[config.mk]
export PLATFORM = sky130hd
export DESIGN_NAME = bcd_entry_display_flat
export DESIGN_NICKNAME = d
export VERILOG_FILES = /design/src/rtl/bcd_disp_pkg.sv /design/src/rtl/bcd_entry_display_if.sv /design/src/rtl/bcd_to_7seg.sv /design/src/rtl/bcd_entry_display.sv /design/src/flat_wrapper.sv
export SDC_FILE = /design/constraint.sdc
export NUM_CORES = 1
export LEC_CHECK = 0
export BUFFER_PORTS_ARGS = -buffer_cell sky130_fd_sc_hd__buf_2
export CELL_PAD_IN_SITES_DETAIL_PLACEMENT = 1
export CELL_PAD_IN_SITES_GLOBAL_PLACEMENT = 2
export CORE_UTILIZATION = 43
export DETAILED_ROUTE_END_ITERATION = 10
export PLACE_DENSITY_LB_ADDON = 0.08
export SYNTH_ARGS = -nofsm -noshare
export SYNTH_HDL_FRONTEND = slang
export SYNTH_SLANG_ARGS = --single-unit
[constraint.sdc]
create_clock -name clk -period 3.6 [get_ports clk]
set_clock_uncertainty 0.2 [all_clocks]
set_input_delay 0.72 -clock clk [delete_from_list [all_inputs] [get_ports clk]]
set_output_delay 0.72 -clock clk [all_outputs]
set_load 0.02 [all_outputs]
[src/rtl/bcd_disp_pkg.sv]
// Shared constants and types for the BCD entry/display block.
package bcd_disp_pkg;

    localparam logic [3:0] BCD_IDLE  = 4'hF;
    localparam logic [6:0] SEG_BLANK = 7'h7F;

    typedef enum logic [1:0] {
        IDLE,
        PRESS,
        HELD,
        RELEASE
    } state_t;

    // gfedcba, active-low, indexed by digit value
    localparam logic [6:0] SEG_TABLE [10] = '{
        7'h40, 7'h79, 7'h24, 7'h30, 7'h19,
        7'h12, 7'h02, 7'h78, 7'h00, 7'h10
    };

endpackage

[src/rtl/bcd_entry_display_if.sv]
// Key-entry side signals: encoder code and clear in, accepted-digit status out.
interface bcd_entry_display_if;

    logic [3:0] bcd_in;
    logic       clear;
    logic       key_strobe;
    logic [3:0] key_code;
    logic [2:0] entry_count;

    modport master (
        output bcd_in,
        output clear,
        input  key_strobe,
        input  key_code,
        input  entry_count
    );

    modport slave (
        input  bcd_in,
        input  clear,
        output key_strobe,
        output key_code,
        output entry_count
    );

endinterface

[src/rtl/bcd_to_7seg.sv]
// Combinational BCD to active-low seven-segment decoder with blanking.
module bcd_to_7seg
    import bcd_disp_pkg::*;
(
    input  logic [3:0] bcd,
    input  logic       blank,
    output logic [6:0] seg
);

    always_comb begin
        seg = SEG_BLANK;
        if (!blank && (bcd <= 4'd9)) begin
            seg = SEG_TABLE[bcd];
        end
    end

endmodule

[src/rtl/bcd_entry_display.sv]
// Debounced digit entry into a 4-digit shift register, scanned onto a
// multiplexed common-anode seven-segment display.
module bcd_entry_display
    import bcd_disp_pkg::*;
#(
    parameter int unsigned STABLE_CYCLES = 16,
    parameter int unsigned REFRESH_DIV   = 100000
) (
    input  logic                 clk,
    input  logic                 rst_n,
    bcd_entry_display_if.slave   key_bus,
    output logic [6:0]           seg,
    output logic [3:0]           an,
    output logic                 dp
);

    localparam int unsigned CW = $clog2(STABLE_CYCLES + 1);
    localparam int unsigned RW = $clog2(REFRESH_DIV);

    state_t          state, state_next;
    logic [CW-1:0]   cnt, cnt_next;
    logic [3:0]      cap, cap_next;
    logic            code_valid, code_idle, same_code, cnt_done;
    logic            accept;

    logic [3:0]      digits [4];
    logic [2:0]      count;
    logic            strobe;
    logic [3:0]      code_reg;

    logic [RW-1:0]   ref_cnt;
    logic [1:0]      scan;
    logic [6:0]      seg_dec;
    logic            slot_blank;

    assign code_valid = (key_bus.bcd_in <= 4'd9);
    assign code_idle  = (key_bus.bcd_in == BCD_IDLE);
    assign same_code  = (key_bus.bcd_in == cap);
    assign cnt_done   = (cnt == CW'(STABLE_CYCLES));

    always_ff @(posedge clk or negedge rst_n) begin
        if (!rst_n) begin
            state <= IDLE;
            cnt   <= '0;
            cap   <= '0;
        end else begin
            state <= state_next;
            cnt   <= cnt_next;
            cap   <= cap_next;
        end
    end

    always_comb begin
        state_next = state;
        cnt_next   = cnt;
        cap_next   = cap;
        case (state)
            IDLE: begin
                if (code_valid) begin
                    cap_next   = key_bus.bcd_in;
                    cnt_next   = CW'(1);
                    state_next = PRESS;
                end
            end
            PRESS: begin
                if (code_valid) begin
                    if (!same_code) begin
                        cap_next = key_bus.bcd_in;
                        cnt_next = CW'(1);
                    end else if (cnt_done) begin
                        state_next = HELD;
                    end else begin
                        cnt_next = cnt + CW'(1);
                    end
                end else begin
                    state_next = IDLE;
                end
            end
            HELD: begin
                if (code_idle) begin
                    cnt_next   = CW'(1);
                    state_next = RELEASE;
                end
            end
            RELEASE: begin
                if (!code_idle) begin
                    state_next = HELD;
                end else if (cnt_done) begin
                    state_next = IDLE;
                end else begin
                    cnt_next = cnt + CW'(1);
                end
            end
            default: state_next = IDLE;
        endcase
    end

    always_comb begin
        accept = (state == PRESS) && code_valid && same_code && cnt_done;
    end

    // Clear beats a simultaneous accept: the FSM still moves on, but nothing is stored.
    always_ff @(posedge clk or negedge rst_n) begin
        if (!rst_n) begin
            for (int unsigned i = 0; i < 4; i++) digits[i] <= '0;
            count    <= '0;
            strobe   <= 1'b0;
            code_reg <= '0;
        end else begin
            strobe <= 1'b0;
            if (key_bus.clear) begin
                for (int unsigned i = 0; i < 4; i++) digits[i] <= '0;
                count <= '0;
            end else if (accept) begin
                for (int unsigned i = 1; i < 4; i++) digits[i] <= digits[i-1];
                digits[0] <= cap;
                count     <= (count == 3'd4) ? count : count + 3'd1;
                strobe    <= 1'b1;
                code_reg  <= cap;
            end
        end
    end

    assign slot_blank = ({1'b0, scan} >= count);

    bcd_to_7seg u_dec (
        .bcd   (digits[scan]),
        .blank (slot_blank),
        .seg   (seg_dec)
    );

    always_ff @(posedge clk or negedge rst_n) begin
        if (!rst_n) begin
            ref_cnt <= '0;
            scan    <= '0;
            an      <= '1;
            seg     <= SEG_BLANK;
        end else begin
            if (ref_cnt == RW'(REFRESH_DIV - 1)) begin
                ref_cnt <= '0;
                scan    <= scan + 2'd1;
            end else begin
                ref_cnt <= ref_cnt + RW'(1);
            end
            an  <= ~(4'b0001 << scan);
            seg <= seg_dec;
        end
    end

    assign dp                  = 1'b1;
    assign key_bus.key_strobe  = strobe;
    assign key_bus.key_code    = code_reg;
    assign key_bus.entry_count = count;

endmodule

[src/flat_wrapper.sv]
// flat-port wrapper written by rule: the top's interface ports become plain ports
module bcd_entry_display_flat import bcd_disp_pkg::*;
#(
    parameter int unsigned STABLE_CYCLES = 16,
    parameter int unsigned REFRESH_DIV   = 100000
)
  (clk, rst_n, seg, an, dp, key_bus_bcd_in, key_bus_clear, key_bus_key_strobe, key_bus_key_code, key_bus_entry_count);
  bcd_entry_display_if key_bus_i ();
  input  logic clk;
  input  logic rst_n;
  output logic [6:0] seg;
  output logic [3:0] an;
  output logic dp;
  input wire logic [$bits(key_bus_i.bcd_in)-1:0] key_bus_bcd_in;
  input wire logic [$bits(key_bus_i.clear)-1:0] key_bus_clear;
  output wire logic [$bits(key_bus_i.key_strobe)-1:0] key_bus_key_strobe;
  output wire logic [$bits(key_bus_i.key_code)-1:0] key_bus_key_code;
  output wire logic [$bits(key_bus_i.entry_count)-1:0] key_bus_entry_count;
  assign key_bus_i.bcd_in = key_bus_bcd_in;
  assign key_bus_i.clear = key_bus_clear;
  assign key_bus_key_strobe = key_bus_i.key_strobe;
  assign key_bus_key_code = key_bus_i.key_code;
  assign key_bus_entry_count = key_bus_i.entry_count;
  bcd_entry_display #(.STABLE_CYCLES(STABLE_CYCLES), .REFRESH_DIV(REFRESH_DIV)) u_core (.clk(clk), .rst_n(rst_n), .key_bus(key_bus_i), .seg(seg), .an(an), .dp(dp));
endmodule
==> flow_summary.yaml, run 1 <==
setup_path:
  startpoint: "u_core.cnt[0]"
  critical_path_arrival_ps: 2550
  reg2reg_depth: 7
  path_cells: "inv_1 -> ha_1 -> nor4bb_1 -> nand2_1 -> nor4_4 -> buf_4 -> mux2_2"
  crit_type: "reg -> reg"
  slowest_stage: "nor4bb_1"
  crit_path_max_incr_delay_ps: 530
  r2r-start: "u_core.cnt[0]"
  setup.worst_path.end: "u_core.key_bus.key_code[3]"
  critPathCaptureType: "flip-flop"
  worstPathRequired_ps: 3610
  critPathLaunchType: "flip-flop"
  reg2reg_slack_ps: 1060
  cp_max_fo: 21
  r2r_end: "u_core.key_bus.key_code[3]"
synth:
  ys_ff_latch: 65
  async_flop_share_pct: 100.0
  netlist.area_leader.share_pct: 43.43
  synth-compound-area-share_pct: 10.13
  ys_top_cells_by_count: "dfrtp_1 (54), inv_1 (18), nand2_1 (18)"
  synthXorXnorAreaFrac_pct: 5.348
  synth_top_family_by_area: "simple AND/OR/NAND/NOR gates"
  avgSynthCellArea_sq_um: 11.65
  ys.flop_type: "dfrtp_1"
  synth_cells: 267
  ys_seq_area_share_pct: 52.71
  netlist_area_sq_um: 3112
  yosys.cell_count.top_type: "dfrtp_1"
  synth-simple-area-share_pct: 13.99
  synth_edf_count: 0
  syn-num-nets: 290
  synth_area_leaders: "dfrtp_1 (43%), dfstp_2 (9.3%), ha_1 (6.4%), a22o_1 (4.5%), xnor2_1 (3.1%)"
  muxShareOfSynthArea_pct: 7.841
  yosysUniqueCellTypes: 45
  synth_area_leader_cell: "dfrtp_1"
  ys_warn_count: 0
  synthAdderAreaFrac_pct: 6.433
drt:
  via_count: 2127
  wire_per_inst_microns: 14.99
  drtIter0Drc: 106
  firstDrtPassIters: 4
  vias_per_cell: 5.265
  wl_met3_microns: 198
  dr_wl_met2_mm: 2.716
  highest_layer: "met4"
  drc_errors: 0
  wl_met1_mm: 3.004
  detail-route-antenna-nets: 0
  finalWirelength_mm: 6.057
sta:
  worstMarginPinSlew_ps: 779.5
  min_period_ps: 2540
  min_period_over_period_pct: 70.56
  hold_slack_ps: 89.81
  hold_viol_final: 0
  finalSetupTns_ps: 0
  fmax_mhz: 393.7
  maxSlewViolCount: 0
  setup_viol: 0
  rsz0062_at_grt: "false"
  slew_headroom_pct: 47.36
placement:
  gp_congestion: 0.7527
  port_buffers: 25
  hpwlAfterDp_mm: 4.409
  dp_cells: 388
power:
  p_leak_uw: 0.001562
  p_total_uw: 1361
  power_density_nw_per_um2: 384.8
  ir_drop_v: 0.0001516
global_routing:
  grt_pass1_wl_mm: 10.43
  antenna_found_initial: 0
  track_usage_pct: 18.26
  grt.overflow.total: 0
  grt_max_degree: 51
  grt_pass1_vias: 2129
cts:
  cts-root-buf: "clkbuf_8"
  cts_max_level: 3
  clock_sinks: 65
  clock_latency_ps: 330
  path_clk_slew_ps: 70
  post_cts_buffers: 0
  cts_tree: "built"
  post_cts_resized: 0
  clockBufferDepth: 2
  cts_buffers: 9
  ctsHoldBuffers: 0
die:
  fp.dieArea_sq_um: 7581
  start_util_pct: 45.05
  die_y_microns: 87.07
  core_sq_um: 6907
  std_cell_rows: 30
  io_pins: 27
  die_x_microns: 87.07
layout:
  final_cells: 404
  fillers: 765
  num-nets-final: 326
  antenna_cells: 0
  drive_above_1_share_pct: 22.40
  syn2layout_area_growth_pct: 13.71
hold_path:
  hold_class: "in -> async"
flow_run:
  maxCapViolations: 0
run_status:
  status: "completed"
-- layout by cell type, fill, tap and decap left out, types with 3 or more instances in the layout --
| master | Yosys | layout |
|---|---|---|
| mux2_1 | 3 | 3 |
| ha_1 | 16 | 16 |
| o21ai_0 | 11 | 11 |
| buf_4 | 2 | 6 |
| clkbuf_1 | 1 | 3 |
| mux4_2 | 4 | 4 |
| dfstp_2 | 11 | 11 |
| a22o_1 | 16 | 16 |
| a21oi_1 | 7 | 7 |
| and4_1 | 5 | 5 |
| inv_1 | 18 | 18 |
| clkbuf_8 | 0 | 11 |
| nor3_1 | 5 | 5 |
| nand4_1 | 7 | 7 |
| a31oi_1 | 4 | 4 |
| nand2_1 | 18 | 18 |
| mux2_2 | 8 | 8 |
| mux2i_1 | 3 | 3 |
| xor2_1 | 8 | 8 |
| xnor2_1 | 11 | 11 |
| nand2b_1 | 3 | 3 |
| nor2_1 | 15 | 15 |
| nand3_1 | 9 | 9 |
| buf_2 | 1 | 25 |
| dfrtp_1 | 54 | 54 |
-- layer usage --
layer	GRT usage, %	up-vias
li1	-	1024
met1	25.63	1051
met2	27.13	41
met3	3.412	11
met4	8.939	0
met5	0	-
-- flip-flops by register name, summed over array words and instances, names as in the netlist --
signal                      count
u_core.scan                     2
u_core.an                       4
u_core.ref_cnt                 17
u_core.key_bus.entry_count      3
u_core.seg                      7
u_core.cap                      4
u_core.state                    2
u_core.cnt                      5
u_core.key_bus.key_strobe       1
u_core.key_bus.key_code         4
u_core.digits                  16
-- where the power goes --
part	internal (uW)	switching [uW]	total (uW)
registers	738	10.5	748
clock network	287	264	552
logic	20.7	40.9	61.6
-- per-stage QoR --
| step | setup WS (ps) | utilization [%] | instance area [sq um] |
|---|---|---|---|
| after floorplan | 1035 | - | 3112 |
| after global placement | 798.7 | 48.70 | 3363 |
| after detailed placement | 772.4 | 48.70 | 3363 |
| after CTS | 1035 | 51.23 | 3538 |
| after global routing | 882.8 | 51.23 | 3538 |
| final | 1060 | 51.23 | 3538 |
-- critical path: cells and delay by family (launching register included) --
kind	cells	cell delay (ps)
fa+ha+maj	1	170
buf+inv	2	390
flops	1	400
mux	1	360
simple gates	3	910
-- kinds of logic after synthesis --
logic type               after synthesis
buffers and inverters                 24
AND/OR/NAND/NOR                       78
XOR/XNOR                              19
flip-flops                            65
multiplexers                          18
other                                  1
adder cells (fa/ha/maj)               16
AO/OA/AOI/OAI                         46
-- worst min-delay path by stage --
stage / start / endpoint / slack (ps) / cells after the start
after detailed placement: u_core.key_bus.key_code[1] / u_core.key_bus.key_code[1] / 280 / 1
after CTS: rst_n / u_core.key_bus.entry_count[0] / 90 / 1
after floorplan: rst_n / u_core.cap[0] / 220 / 0
after global routing: rst_n / u_core.key_bus.entry_count[0] / 110 / 1
after global placement: u_core.key_bus.key_code[1] / u_core.key_bus.key_code[1] / 260 / 1
final: rst_n / u_core.key_bus.entry_count[0] / 90 / 1
-- layout make-up --
class / count / area, sq um / area share, %
sequential: 65 / 1640 / 46.36
multi-input combinational: 178 / 1365 / 38.58
timing repair buffer: 31 / 170.2 / 4.809
clock buffer: 14 / 162.7 / 4.597
tap: 96 / 120.1 / 3.395
inverter: 18 / 67.56 / 1.909
clock inverter: 2 / 12.51 / 0.3536
No activity file was read; power rests on OpenSTA's default activity.
==> run 2, diff against run 1 <==
- CORE_UTILIZATION: 43 -> 36
- clock period: 3.6 -> 2.3 ns (I/O delays scaled with it)
==> flow_summary.yaml, run 2 (synthesized netlist as in run 1, its figures left out) <==
flow_run:
  maxCapViolations: 0
global_routing:
  grt.overflow.total: 0
  grt_max_degree: 66
  grt_pass1_wl_mm: 11.85
  grt_pass1_vias: 2339
  track_usage_pct: 17.42
  antenna_found_initial: 0
cts:
  clock_sinks: 65
  clockBufferDepth: 2
  cts_buffers: 9
  cts_tree: "built"
  path_clk_slew_ps: 80
  cts_max_level: 3
  cts-root-buf: "clkbuf_8"
  clock_latency_ps: 340
setup_path:
  slowest_stage: "mux4_2"
  worstPathRequired_ps: 2360
  critPathLaunchType: "flip-flop"
  path_common_cell: "o21ai_0"
  critPathCaptureType: "flip-flop"
  path_cells: "mux4_2 -> inv_1 -> ha_1 -> nor2_1 -> o21ai_0 -> o21a_2 -> o21ai_0"
  critical_path_arrival_ps: 2220
  cp_num_buf_inv: 1
  crit_type: "reg -> reg"
  cp_max_fo: 7
  critical_path.top_delay_family: "multiplexers"
  crit_path_max_incr_delay_ps: 580
placement:
  gp_congestion: 0.7574
  port_buffers: 25
  hpwlAfterDp_mm: 4.845
  dpl_worst_slack_ps: -129.8
  placed_area_sq_um: 3598
drt:
  drc_errors: 0
  vias_per_cell: 5.120
  detail-route-antenna-nets: 0
  firstDrtPassIters: 4
  finalWirelength_mm: 6.850
  drtIter0Drc: 78
  wire_per_inst_microns: 15.57
  via_count: 2253
die:
  std_cell_rows: 33
  die_y_microns: 94.97
  die_x_microns: 94.97
  fp.dieArea_sq_um: 9019
  core_sq_um: 8299
  io_pins: 27
  start_util_pct: 37.49
power:
  p_total_uw: 2272
  p_leak_uw: 0.001724
  ir_drop_v: 0.0002498
  power_density_nw_per_um2: 590.2
layout:
  antenna_cells: 0
  multiInputGateArea_sq_um: 1420
  largest_reg_flops: 17
  syn2layout_area_growth_pct: 23.72
  fillers: 906
  regMostFlops: "u_core.ref_cnt"
  final_cell_mix: "dfrtp_1 (54), buf_4 (29), buf_2 (25), nand2_1 (17)"
  seq_area_sq_um: 1640
  drive_above_1_share_pct: 31.94
  reg.largest.list: "u_core.ref_cnt (17), u_core.digits (16), u_core.seg (7)"
  final_common_cell: "dfrtp_1"
  num-nets-final: 353
  final_area_sq_um: 3850
sta:
  maxSlewViolCount: 0
  rsz0062_at_grt: "false"
  min_period_over_period_pct: 93.80
  hold_viol_final: 0
  slew_headroom_pct: 59.81
  min_period_ps: 2158
  worstMarginPinSlew_ps: 598.2
  fmax_mhz: 463.5
  layout_setup_ws_ps: 142.5
  setup_viol: 0
run_status:
  status: "completed"
hold_path:
  hold_class: "in -> reg"
-- run 2: cell types whose count changed in the layout (fill, tap and decap cells not counted), sizes merged --
cell / delta
buf: +26
dlygate4sd3: +1
clkinvlp: -1
clkbuf: -4
clkinv: +4
bufinv: +1
-- run 2: cell type report --
| cell class | count | area share [%] |
|---|---|---|
| sequential | 65 | 42.61 |
| timing repair buffer | 58 | 10.50 |
| inverter | 18 | 1.755 |
| multi-input combinational | 178 | 36.89 |
| clock buffer | 10 | 3.315 |
| clock inverter | 6 | 1.527 |
| tap | 105 | 3.412 |
-- run 2: through the flow --
stage	cells	hold WS, ps	TNS (ps)	utilization (%)
finish	440	174.1	0	46.39
global route	440	176.1	0	46.39
CTS	438	163.8	0	45.77
detailed placement	421	283.4	-1022	43.36
global placement	421	270.5	-475.7	43.36
floorplan	267	-35.59	-10.89	-
-- run 2: repair_timing --
item / CTS / global route
buffers inserted: 0 / 2
hold buffers: 1 / 0
resized for setup: 1 / 9
setup endpoints to repair: 1 / 13
endpoints found under the hold margin: 54 / 0
pin swaps: 0 / 1
-- run 2: metal layers --
metal,share of wire [%],vias to the layer above,GRT usage (%)
li1,-,1085,-
met1,49,1128,24.39
met2,47,30,26.74
met3,2.2,10,2.979
met4,1.5,0,6.818
met5,0,-,0
-- run 2: final timing paths --
path	start	to	slack [ps]	cells after the start
setup / recovery	u_core.scan[0]	u_core.seg[0]	140	7
min in group asynchronous	rst_n	u_core.key_bus.entry_count[0]	460	3
setup reg to reg	u_core.scan[0]	u_core.seg[0]	140	7
hold / removal	key_bus_clear	u_core.key_bus.entry_count[0]	170	2
hold reg to reg	u_core.ref_cnt[0]	u_core.ref_cnt[0]	290	1
max in group asynchronous	rst_n	u_core.an[3]	1100	3
-- run 2: where the power goes --
part / internal [uW] / switching [uW] / leakage [uW]
Sequential: 1150 / 10.4 / 0.000838
Combinational: 68.5 / 80.1 / 0.000786
Clock: 496 / 464 / 0.0000998
Total: 1720 / 554 / 0.00172
